[config.mk]
export PLATFORM = sky130hd
export DESIGN_NAME = seven_seg_scan_driver_flat
export DESIGN_NICKNAME = d
export VERILOG_FILES = /design/src/rtl/seven_seg_pkg.sv /design/src/rtl/seven_seg_scan_driver_if.sv /design/src/rtl/seven_seg_glyph.sv /design/src/rtl/seven_seg_scan_driver.sv /design/src/flat_wrapper.sv
export SDC_FILE = /design/constraint.sdc
export NUM_CORES = 1
export LEC_CHECK = 0
export CAP_MARGIN = 0
export CORE_ASPECT_RATIO = 0.8
export CORE_MARGIN = 1
export CORE_UTILIZATION = 60
export CTS_CLUSTER_SIZE = 14
export DETAILED_ROUTE_END_ITERATION = 10
export MAX_ROUTING_LAYER = met4
export PLACE_DENSITY = 0.95
export RECOVER_POWER = 100
export SETUP_SLACK_MARGIN = 0.1
export SLEW_MARGIN = 20
export SYNTH_ARGS = -nofsm -noshare
export SYNTH_HDL_FRONTEND = slang
export SYNTH_SLANG_ARGS = --single-unit
[constraint.sdc]
create_clock -name clk -period 7 [get_ports clk]
set_input_delay 0.7 -clock clk [delete_from_list [all_inputs] [get_ports clk]]
set_output_delay 0.7 -clock clk [all_outputs]
set_load 0.02 [all_outputs]
[src/rtl/seven_seg_pkg.sv]
// ---------------------------------------------------------------------------
// seven_seg_pkg
// Shared definitions for the seven-segment scan driver.
//   - GLYPH_* : logical segment patterns (1 = lit), bit 6 = a ... bit 0 = g
//   - slot_state_t : phase of the current digit slot (dark gap / lit)
// ---------------------------------------------------------------------------
package seven_seg_pkg;

   localparam logic [6:0] GLYPH_0    = 7'b1111110;
   localparam logic [6:0] GLYPH_1    = 7'b0110000;
   localparam logic [6:0] GLYPH_2    = 7'b1101101;
   localparam logic [6:0] GLYPH_3    = 7'b1111001;
   localparam logic [6:0] GLYPH_4    = 7'b0110011;
   localparam logic [6:0] GLYPH_5    = 7'b1011011;
   localparam logic [6:0] GLYPH_6    = 7'b1011111;
   localparam logic [6:0] GLYPH_7    = 7'b1110000;
   localparam logic [6:0] GLYPH_8    = 7'b1111111;
   localparam logic [6:0] GLYPH_9    = 7'b1111011;
   localparam logic [6:0] GLYPH_A    = 7'b1110111;
   localparam logic [6:0] GLYPH_B    = 7'b0011111;
   localparam logic [6:0] GLYPH_C    = 7'b1001110;
   localparam logic [6:0] GLYPH_D    = 7'b0111101;
   localparam logic [6:0] GLYPH_E    = 7'b1001111;
   localparam logic [6:0] GLYPH_F    = 7'b1000111;
   localparam logic [6:0] GLYPH_DASH = 7'b0000001;
   localparam logic [6:0] GLYPH_OFF  = 7'b0000000;

   typedef enum logic [0:0] {
      ST_DEAD = 1'b0,
      ST_ON   = 1'b1
   } slot_state_t;

endpackage

[src/rtl/seven_seg_scan_driver_if.sv]
// ---------------------------------------------------------------------------
// seven_seg_scan_driver_if
// Bundle between the time-keeping logic and the display scan driver.
//   load      : 1-cycle capture strobe for digits/dp/blank
//   digits    : packed nibbles, digit 0 in bits [3:0]
//   dp, blank : per-digit decimal point request / forced dark
//   hex_mode  : codes 10-15 as A..F (1) or dash (0)
//   lz_blank  : leading-zero suppression enable
//   seg       : segments a..g (bit 6 = a), pin polarity
//   seg_dp    : decimal point segment, pin polarity
//   an        : digit enables, pin polarity
//   slot_tick : pulse on the last cycle of each digit slot
// master = display client, slave = scan driver.
// ---------------------------------------------------------------------------
interface seven_seg_scan_driver_if #(
   parameter int N_DIGITS = 4
);
   logic                    load;
   logic [4*N_DIGITS-1:0]   digits;
   logic [N_DIGITS-1:0]     dp;
   logic [N_DIGITS-1:0]     blank;
   logic                    hex_mode;
   logic                    lz_blank;
   logic [6:0]              seg;
   logic                    seg_dp;
   logic [N_DIGITS-1:0]     an;
   logic                    slot_tick;

   modport master (
      output load, digits, dp, blank, hex_mode, lz_blank,
      input  seg, seg_dp, an, slot_tick
   );

   modport slave (
      input  load, digits, dp, blank, hex_mode, lz_blank,
      output seg, seg_dp, an, slot_tick
   );
endinterface

[src/rtl/seven_seg_glyph.sv]
// ---------------------------------------------------------------------------
// seven_seg_glyph
// Combinational nibble decoder, polarity-free (1 = segment lit).
//   nibble   in  4  code to show
//   hex_mode in  1  1: 10-15 as A,b,C,d,E,F; 0: 10-15 as dash
//   glyph    out 7  abcdefg, bit 6 = a
// ---------------------------------------------------------------------------
module seven_seg_glyph
   import seven_seg_pkg::*;
(
   input  logic [3:0] nibble,
   input  logic       hex_mode,
   output logic [6:0] glyph
);

   always_comb begin
      glyph = GLYPH_OFF;
      case (nibble)
         4'h0: glyph = GLYPH_0;
         4'h1: glyph = GLYPH_1;
         4'h2: glyph = GLYPH_2;
         4'h3: glyph = GLYPH_3;
         4'h4: glyph = GLYPH_4;
         4'h5: glyph = GLYPH_5;
         4'h6: glyph = GLYPH_6;
         4'h7: glyph = GLYPH_7;
         4'h8: glyph = GLYPH_8;
         4'h9: glyph = GLYPH_9;
         4'hA: glyph = hex_mode ? GLYPH_A : GLYPH_DASH;
         4'hB: glyph = hex_mode ? GLYPH_B : GLYPH_DASH;
         4'hC: glyph = hex_mode ? GLYPH_C : GLYPH_DASH;
         4'hD: glyph = hex_mode ? GLYPH_D : GLYPH_DASH;
         4'hE: glyph = hex_mode ? GLYPH_E : GLYPH_DASH;
         4'hF: glyph = hex_mode ? GLYPH_F : GLYPH_DASH;
         default: glyph = GLYPH_OFF;
      endcase
   end

endmodule

[src/rtl/seven_seg_scan_driver.sv]
// ---------------------------------------------------------------------------
// seven_seg_scan_driver
// Time-multiplexed N-digit seven-segment driver. Each digit owns a slot of
// REFRESH_DIV cycles; the first DEAD_CYCLES of a slot keep every anode off
// to avoid ghosting, the rest light the current digit.
//   clk   in  system clock
//   rst_n in  synchronous active-low reset
//   bus   slave modport of seven_seg_scan_driver_if (load/digits/dp/blank/
//         hex_mode/lz_blank in; seg/seg_dp/an/slot_tick out)
// All outputs are registered and reflect the prescaler/index of the
// previous cycle.
// ---------------------------------------------------------------------------
module seven_seg_scan_driver
   import seven_seg_pkg::*;
#(
   parameter int N_DIGITS       = 4,
   parameter int REFRESH_DIV    = 50000,
   parameter int DEAD_CYCLES    = 500,
   parameter bit SEG_ACTIVE_LOW = 1'b1,
   parameter bit AN_ACTIVE_LOW  = 1'b1
) (
   input  logic                  clk,
   input  logic                  rst_n,
   seven_seg_scan_driver_if.slave bus
);

   localparam int PS_W  = (REFRESH_DIV > 1) ? $clog2(REFRESH_DIV) : 1;
   localparam int IDX_W = (N_DIGITS > 1) ? $clog2(N_DIGITS) : 1;
   localparam int DIG_W = 4 * N_DIGITS;

   localparam logic [PS_W-1:0]     PS_LAST  = PS_W'(REFRESH_DIV - 1);
   localparam logic [PS_W-1:0]     PS_DEAD  = PS_W'(DEAD_CYCLES);
   localparam logic [IDX_W-1:0]    IDX_LAST = IDX_W'(N_DIGITS - 1);
   localparam logic [6:0]          SEG_POL  = {7{SEG_ACTIVE_LOW}};
   localparam logic [N_DIGITS-1:0] AN_POL   = {N_DIGITS{AN_ACTIVE_LOW}};

   // scan counters
   logic [PS_W-1:0]     ps_p0;
   logic [IDX_W-1:0]    idx_p0;

   // shadow (written by load) and display (copied once per slot)
   logic [DIG_W-1:0]    sh_digits;
   logic [N_DIGITS-1:0] sh_dp;
   logic [N_DIGITS-1:0] sh_blank;
   logic [DIG_W-1:0]    dsp_digits;
   logic [N_DIGITS-1:0] dsp_dp;
   logic [N_DIGITS-1:0] dsp_blank;

   // registered pin outputs
   logic [6:0]          seg_p1;
   logic                seg_dp_p1;
   logic [N_DIGITS-1:0] an_p1;
   logic                slot_tick_p1;

   logic                slot_first;
   logic                slot_last;
   slot_state_t         st;
   logic [DIG_W-1:0]    eff_digits;
   logic [N_DIGITS-1:0] eff_dp;
   logic [N_DIGITS-1:0] eff_blank;
   logic [N_DIGITS-1:0] lz_mask;
   logic                zero_run;
   logic [3:0]          nibble;
   logic [6:0]          glyph;
   logic                dig_blank;
   logic [N_DIGITS-1:0] an_sel;
   logic [6:0]          seg_nx;
   logic                dp_nx;
   logic [N_DIGITS-1:0] an_nx;

   assign slot_first = (ps_p0 == '0);
   assign slot_last  = (ps_p0 == PS_LAST);

   always_comb begin
      st = ST_ON;
      if ((DEAD_CYCLES > 0) && (ps_p0 < PS_DEAD)) begin
         st = ST_DEAD;
      end
   end

   // On the first cycle of a slot the display register is being refreshed,
   // so decode from the value it is about to take (shadow, or the word being
   // loaded this very cycle). This keeps DEAD_CYCLES=0 and the load bypass
   // consistent with what the display register holds for the rest of the slot.
   always_comb begin
      eff_digits = dsp_digits;
      eff_dp     = dsp_dp;
      eff_blank  = dsp_blank;
      if (slot_first) begin
         if (bus.load) begin
            eff_digits = bus.digits;
            eff_dp     = bus.dp;
            eff_blank  = bus.blank;
         end else begin
            eff_digits = sh_digits;
            eff_dp     = sh_dp;
            eff_blank  = sh_blank;
         end
      end
   end

   // Leading-zero mask: walk from the most significant digit down while the
   // nibbles stay zero. Digit 0 is always shown.
   always_comb begin
      zero_run = 1'b1;
      lz_mask  = '0;
      for (int i = N_DIGITS - 1; i >= 0; i--) begin
         zero_run = zero_run & (eff_digits[4*i +: 4] == 4'h0);
         if (i != 0) begin
            lz_mask[i] = bus.lz_blank & zero_run;
         end
      end
   end

   assign nibble    = eff_digits[{idx_p0, 2'b00} +: 4];
   assign dig_blank = eff_blank[idx_p0] | lz_mask[idx_p0];
   assign an_sel    = N_DIGITS'(1) << idx_p0;

   seven_seg_glyph u_glyph (
      .nibble   (nibble),
      .hex_mode (bus.hex_mode),
      .glyph    (glyph)
   );

   // Logical outputs. A blanked digit keeps its anode so every slot draws the
   // same duty cycle; dp is only suppressed by the explicit blank request.
   always_comb begin
      seg_nx = GLYPH_OFF;
      dp_nx  = 1'b0;
      an_nx  = '0;
      if (st == ST_ON) begin
         an_nx = an_sel;
         if (!dig_blank) begin
            seg_nx = glyph;
         end
         if (!eff_blank[idx_p0]) begin
            dp_nx = eff_dp[idx_p0];
         end
      end
   end

   // stage p0 -> p1: counters, shadow/display registers and pin registers
   always_ff @(posedge clk) begin
      if (!rst_n) begin
         ps_p0        <= '0;
         idx_p0       <= '0;
         sh_digits    <= '0;
         sh_dp        <= '0;
         sh_blank     <= '0;
         dsp_digits   <= '0;
         dsp_dp       <= '0;
         dsp_blank    <= '0;
         seg_p1       <= SEG_POL;
         seg_dp_p1    <= SEG_ACTIVE_LOW;
         an_p1        <= AN_POL;
         slot_tick_p1 <= 1'b0;
      end else begin
         if (bus.load) begin
            sh_digits <= bus.digits;
            sh_dp     <= bus.dp;
            sh_blank  <= bus.blank;
         end
         if (slot_first) begin
            dsp_digits <= eff_digits;
            dsp_dp     <= eff_dp;
            dsp_blank  <= eff_blank;
         end
         if (slot_last) begin
            ps_p0  <= '0;
            idx_p0 <= (idx_p0 == IDX_LAST) ? '0 : idx_p0 + 1'b1;
         end else begin
            ps_p0  <= ps_p0 + 1'b1;
         end
         seg_p1       <= seg_nx ^ SEG_POL;
         seg_dp_p1    <= dp_nx ^ SEG_ACTIVE_LOW;
         an_p1        <= an_nx ^ AN_POL;
         slot_tick_p1 <= slot_last;
      end
   end

   assign bus.seg       = seg_p1;
   assign bus.seg_dp    = seg_dp_p1;
   assign bus.an        = an_p1;
   assign bus.slot_tick = slot_tick_p1;

endmodule
[src/flat_wrapper.sv]
// flat-port wrapper written by rule: the top's interface ports become plain ports
module seven_seg_scan_driver_flat import seven_seg_pkg::*;
#(
   parameter int N_DIGITS       = 4,
   parameter int REFRESH_DIV    = 50000,
   parameter int DEAD_CYCLES    = 500,
   parameter bit SEG_ACTIVE_LOW = 1'b1,
   parameter bit AN_ACTIVE_LOW  = 1'b1
)
  (clk, rst_n, bus_load, bus_digits, bus_dp, bus_blank, bus_hex_mode, bus_lz_blank, bus_seg, bus_seg_dp, bus_an, bus_slot_tick);
  seven_seg_scan_driver_if #(.N_DIGITS(N_DIGITS)) bus_i ();
  input  logic clk;
  input  logic rst_n;
  input wire logic [$bits(bus_i.load)-1:0] bus_load;
  input wire logic [$bits(bus_i.digits)-1:0] bus_digits;
  input wire logic [$bits(bus_i.dp)-1:0] bus_dp;
  input wire logic [$bits(bus_i.blank)-1:0] bus_blank;
  input wire logic [$bits(bus_i.hex_mode)-1:0] bus_hex_mode;
  input wire logic [$bits(bus_i.lz_blank)-1:0] bus_lz_blank;
  output wire logic [$bits(bus_i.seg)-1:0] bus_seg;
  output wire logic [$bits(bus_i.seg_dp)-1:0] bus_seg_dp;
  output wire logic [$bits(bus_i.an)-1:0] bus_an;
  output wire logic [$bits(bus_i.slot_tick)-1:0] bus_slot_tick;
  assign bus_i.load = bus_load;
  assign bus_i.digits = bus_digits;
  assign bus_i.dp = bus_dp;
  assign bus_i.blank = bus_blank;
  assign bus_i.hex_mode = bus_hex_mode;
  assign bus_i.lz_blank = bus_lz_blank;
  assign bus_seg = bus_i.seg;
  assign bus_seg_dp = bus_i.seg_dp;
  assign bus_an = bus_i.an;
  assign bus_slot_tick = bus_i.slot_tick;
  seven_seg_scan_driver #(.N_DIGITS(N_DIGITS), .REFRESH_DIV(REFRESH_DIV), .DEAD_CYCLES(DEAD_CYCLES), .SEG_ACTIVE_LOW(SEG_ACTIVE_LOW), .AN_ACTIVE_LOW(AN_ACTIVE_LOW)) u_core (.clk(clk), .rst_n(rst_n), .bus(bus_i));
endmodule
==> summary.md <==
| Metric | Value |
|---|---|
| Clk slew on worst S/H paths | about 0.090 ns |
| CP top delay family | buffers and inverters |
| Setup_tns | 0 ns |
| Worst EP required | 7.29 ns |
| R2R setup slack | approximately 3.8 ns |
| Slew HR | -23.4% |
| Post-CTS Hold Fix Bufs | 0 |
| Worst-skew pair later-pin latency | roughly 0.36 ns |
| WHS | between 0.4 and 0.5 ns |
| Synthesized flop and latch total | approximately 80 |
| Clock sink count | between 70 and 80 |
| Worst Skew | ~0.014 ns |
| Avg Cell Area, Syn | approximately 9 um2 |
| Vias in the first global route | 2900 |
| Antenna cells | 0 |
| Slowest CP cell | clkbuf_1 |
| Fin cells | 503 |
| Outcome | finished with violations |
| Post-route cell area | a little over 4000 um2 |
| CP peak stage delay | ~1.3 ns |
| Max IR drop VDD | 150 uV |
| Sequential standard cell area | 1580 um2 |
| CTS Buf Count | 9 |
| Post-CTS setup buffer count | 0 |
| Setup crit end kind | register |
| Mapped Area | between 3000 and 4000 um2 |
| Post-Synthesis Net Count | 420 |
| Clock tree buffer depth | 2 |
| Layout area overhead | 16.6% |
| WP buf/inv | 2 |
| ANT nets after route | 0 |
| Crit path from | bus_load |
| Cell count along the critical path | 9 |
| I/O Buffers | 41 |
| CP endpoint | u_core.bus.seg[2] |
| Initial DRT Pass Iterations | 5 |
| Routed via count | roughly 3000 |
| Pre-CTS worst setup slack | 3.40 ns |
| Core Area | 5590 um2 |
| CTS tree | done |
| Worst-Margin Slew | roughly 1.9 ns |
| Synth async-reset ratio | 0% |
| Commonest non-fill, non-tap cell in the layout | dfxtp_1 |
| RSZ-0062 raised after global routing | no |
| Resize count post-CTS | 0 |
| H-tree levels | 3 |
| Worst-path cell chain | dlygate4sd3_1 > clkbuf_1 > or4b_2 > o22ai_1 > nand3_1 > o21ai_0 > a221oi_1 > o31ai_1 > o21bai_1 |
| Commonest non-fill, non-tap cells in the layout | dfxtp_1 (79), nor2_1 (60), nand2_1 (31) |
| R2R depth | 7 |
| Leakage | between 1.5 and 2 nW |
| DRC | 0 |
| Initial antenna violation count | 0 |
| Worst Slack Setup Final | between 2 and 2.5 ns |
| Period utilization | between 60% and 70% |
| Die height | between 70 and 80 um |
| Share of cells above drive strength 1 | around 7.8% |
| Initial Utilization | a little under two thirds |
| Hold Fails Final Rpt | 0 |
| Fin. max-slew vios | 31 |
| Placed Cells | just under 500 |
| Tot Pwr | about 1 mW |
| Fillers | around 400 |
| Max cap viols | 1 |
| Wire length per cell | around 16 um |
| Post-Route Utilization | about three quarters |
| Largest net degree at the start of global routing | 35 |
| Critical path arrival | between 4 and 5 ns |
| Failing checks | capacitance limit, slew limit |
| Global-route wire length before repair | about 13 mm |
| GRT Total Usage | 29.1% |
| Die area | 6250 um2 |
| 1st-iter DRT viols | roughly 360 |
| Minimum clock period after layout | around 4.6 ns |
| RR Startpoint | u_core.ps_p0[2] |
| # IOs | 42 |
| Die X | 88.1 um |
| Reg-to-reg endpoint | u_core.bus.seg[1] |
| Root Buffer Master | clkbuf_8 |
| DP Wirelength | 5.27 mm |
| Yosys warning count | 0 |
| Final-report setup violation count | 0 |
| Total congestion overflow | 0 |
| Placer congestion estimate | a little over 0.8 |
| Area after DPL | between 3000 and 4000 um2 |
| Post-synth EDFFs | 0 |
| Setup crit start kind | input pin |
| WS Path Type | in -> reg |
| Net count, final | 455 |
| Hold Path Class | reg -> reg |
| Multi-input gate area | 1830 um2 |
| Max Clk Rate | between 200 and 250 MHz |
| Syn Inst Count | slightly below 400 |
| DRT Wirelength | between 8 and 9 mm |
| Pwr dens | about 240 nW/um2 |
| Worst Path Max Fanout | 30 |
| Synth cell types | 52 |
| Top FF cell, synth | dfxtp_1 |
| Post-DR vias/cell | about 5.9 |
| Rows | 24 |
| Sequential area share after synthesis | 44.4% |
-- flip-flops by register name, indices dropped and copies added (netlist names) --
signal	count
u_core.dsp_digits	16
u_core.ps_p0	16
u_core.idx_p0	2
u_core.sh_blank	4
u_core.dsp_dp	4
u_core.bus.seg	7
u_core.bus.seg_dp	1
u_core.sh_dp	4
u_core.bus.slot_tick	1
u_core.sh_digits	16
u_core.bus.an	4
u_core.dsp_blank	4
-- how the worst min path moves through the flow --
stage,startpoint,end,slack (ns),cells after the start
finish,u_core.sh_dp[2],u_core.sh_dp[2],0.49,2
detailed placement,u_core.ps_p0[0],u_core.ps_p0[0],0.48,1
global placement,u_core.ps_p0[0],u_core.ps_p0[0],0.46,1
global route,u_core.ps_p0[0],u_core.ps_p0[0],0.51,1
floorplan,u_core.ps_p0[0],u_core.ps_p0[0],0.44,1
CTS,u_core.ps_p0[0],u_core.ps_p0[0],0.49,1
-- cells by family after synthesis --
group | synth area share (%)
mux | 11.5
compound gates | 12.7
fa+ha+maj | 2.11
simple gates | 21.5
flops | 44.4
xor+xnor | 3.69
buf+inv | 4.14
-- worst register-to-register path, delay by kind of cell, from the launching register on --
| family | cells | cell delay (ns) |
|---|---|---|
| simple gates | 3 | 1.34 |
| compound gates | 4 | 1.36 |
| flops | 1 | 0.38 |
-- synthesized netlist by cell type, types with 3 or more instances --
library cell / instances / area (um2)
o221ai_2: 3 / 45.0
a21oi_1: 8 / 40.0
and2_1: 12 / 75.1
ha_1: 6 / 75.1
mux2i_1: 25 / 250
mux2_2: 10 / 113
nand3_1: 16 / 80.1
xor2_1: 6 / 52.6
buf_2: 9 / 45.0
nand2b_1: 3 / 18.8
nor2_1: 60 / 225
dfxtp_1: 79 / 1580
o21ai_1: 3 / 15.0
a31oi_1: 4 / 25.0
and3_1: 11 / 68.8
a21o_1: 8 / 60.1
a32oi_1: 4 / 35.0
nor4_1: 7 / 43.8
nor3_1: 9 / 45.0
inv_1: 6 / 22.5
o21ai_0: 13 / 65.1
nand2_1: 31 / 116
clkbuf_1: 7 / 26.3
xnor2_1: 9 / 78.8
-- power breakdown --
part | switching [mW] | total (mW) | internal (mW) | leakage (nW)
Clock | 0.182 | 0.326 | 0.144 | 0.0914
Combinational | 0.108 | 0.188 | 0.0798 | 0.917
Sequential | 0.0103 | 0.484 | 0.474 | 0.647
Total | 0.301 | 0.998 | 0.697 | 1.66
-- per-layer routing --
layer / global-route usage [%] / up-vias / wire (um)
met1: 35.8 / 1407 / 3600
met5: - / - / 0
met2: 46.9 / 113 / 3840
li1: - / 1429 / -
met4: 9.50 / 0 / 119
met3: 7.00 / 16 / 553
-- layout make-up --
type / count / area share, %
clock inverters: 6 / 1.27
flip-flops and latches: 79 / 38.1
well taps: 78 / 2.35
multi-input cells: 279 / 44.0
repair buffers: 44 / 10.3
clock buffers: 10 / 3.31
inverters: 7 / 0.633
No activity file was read; power rests on OpenSTA's default activity.
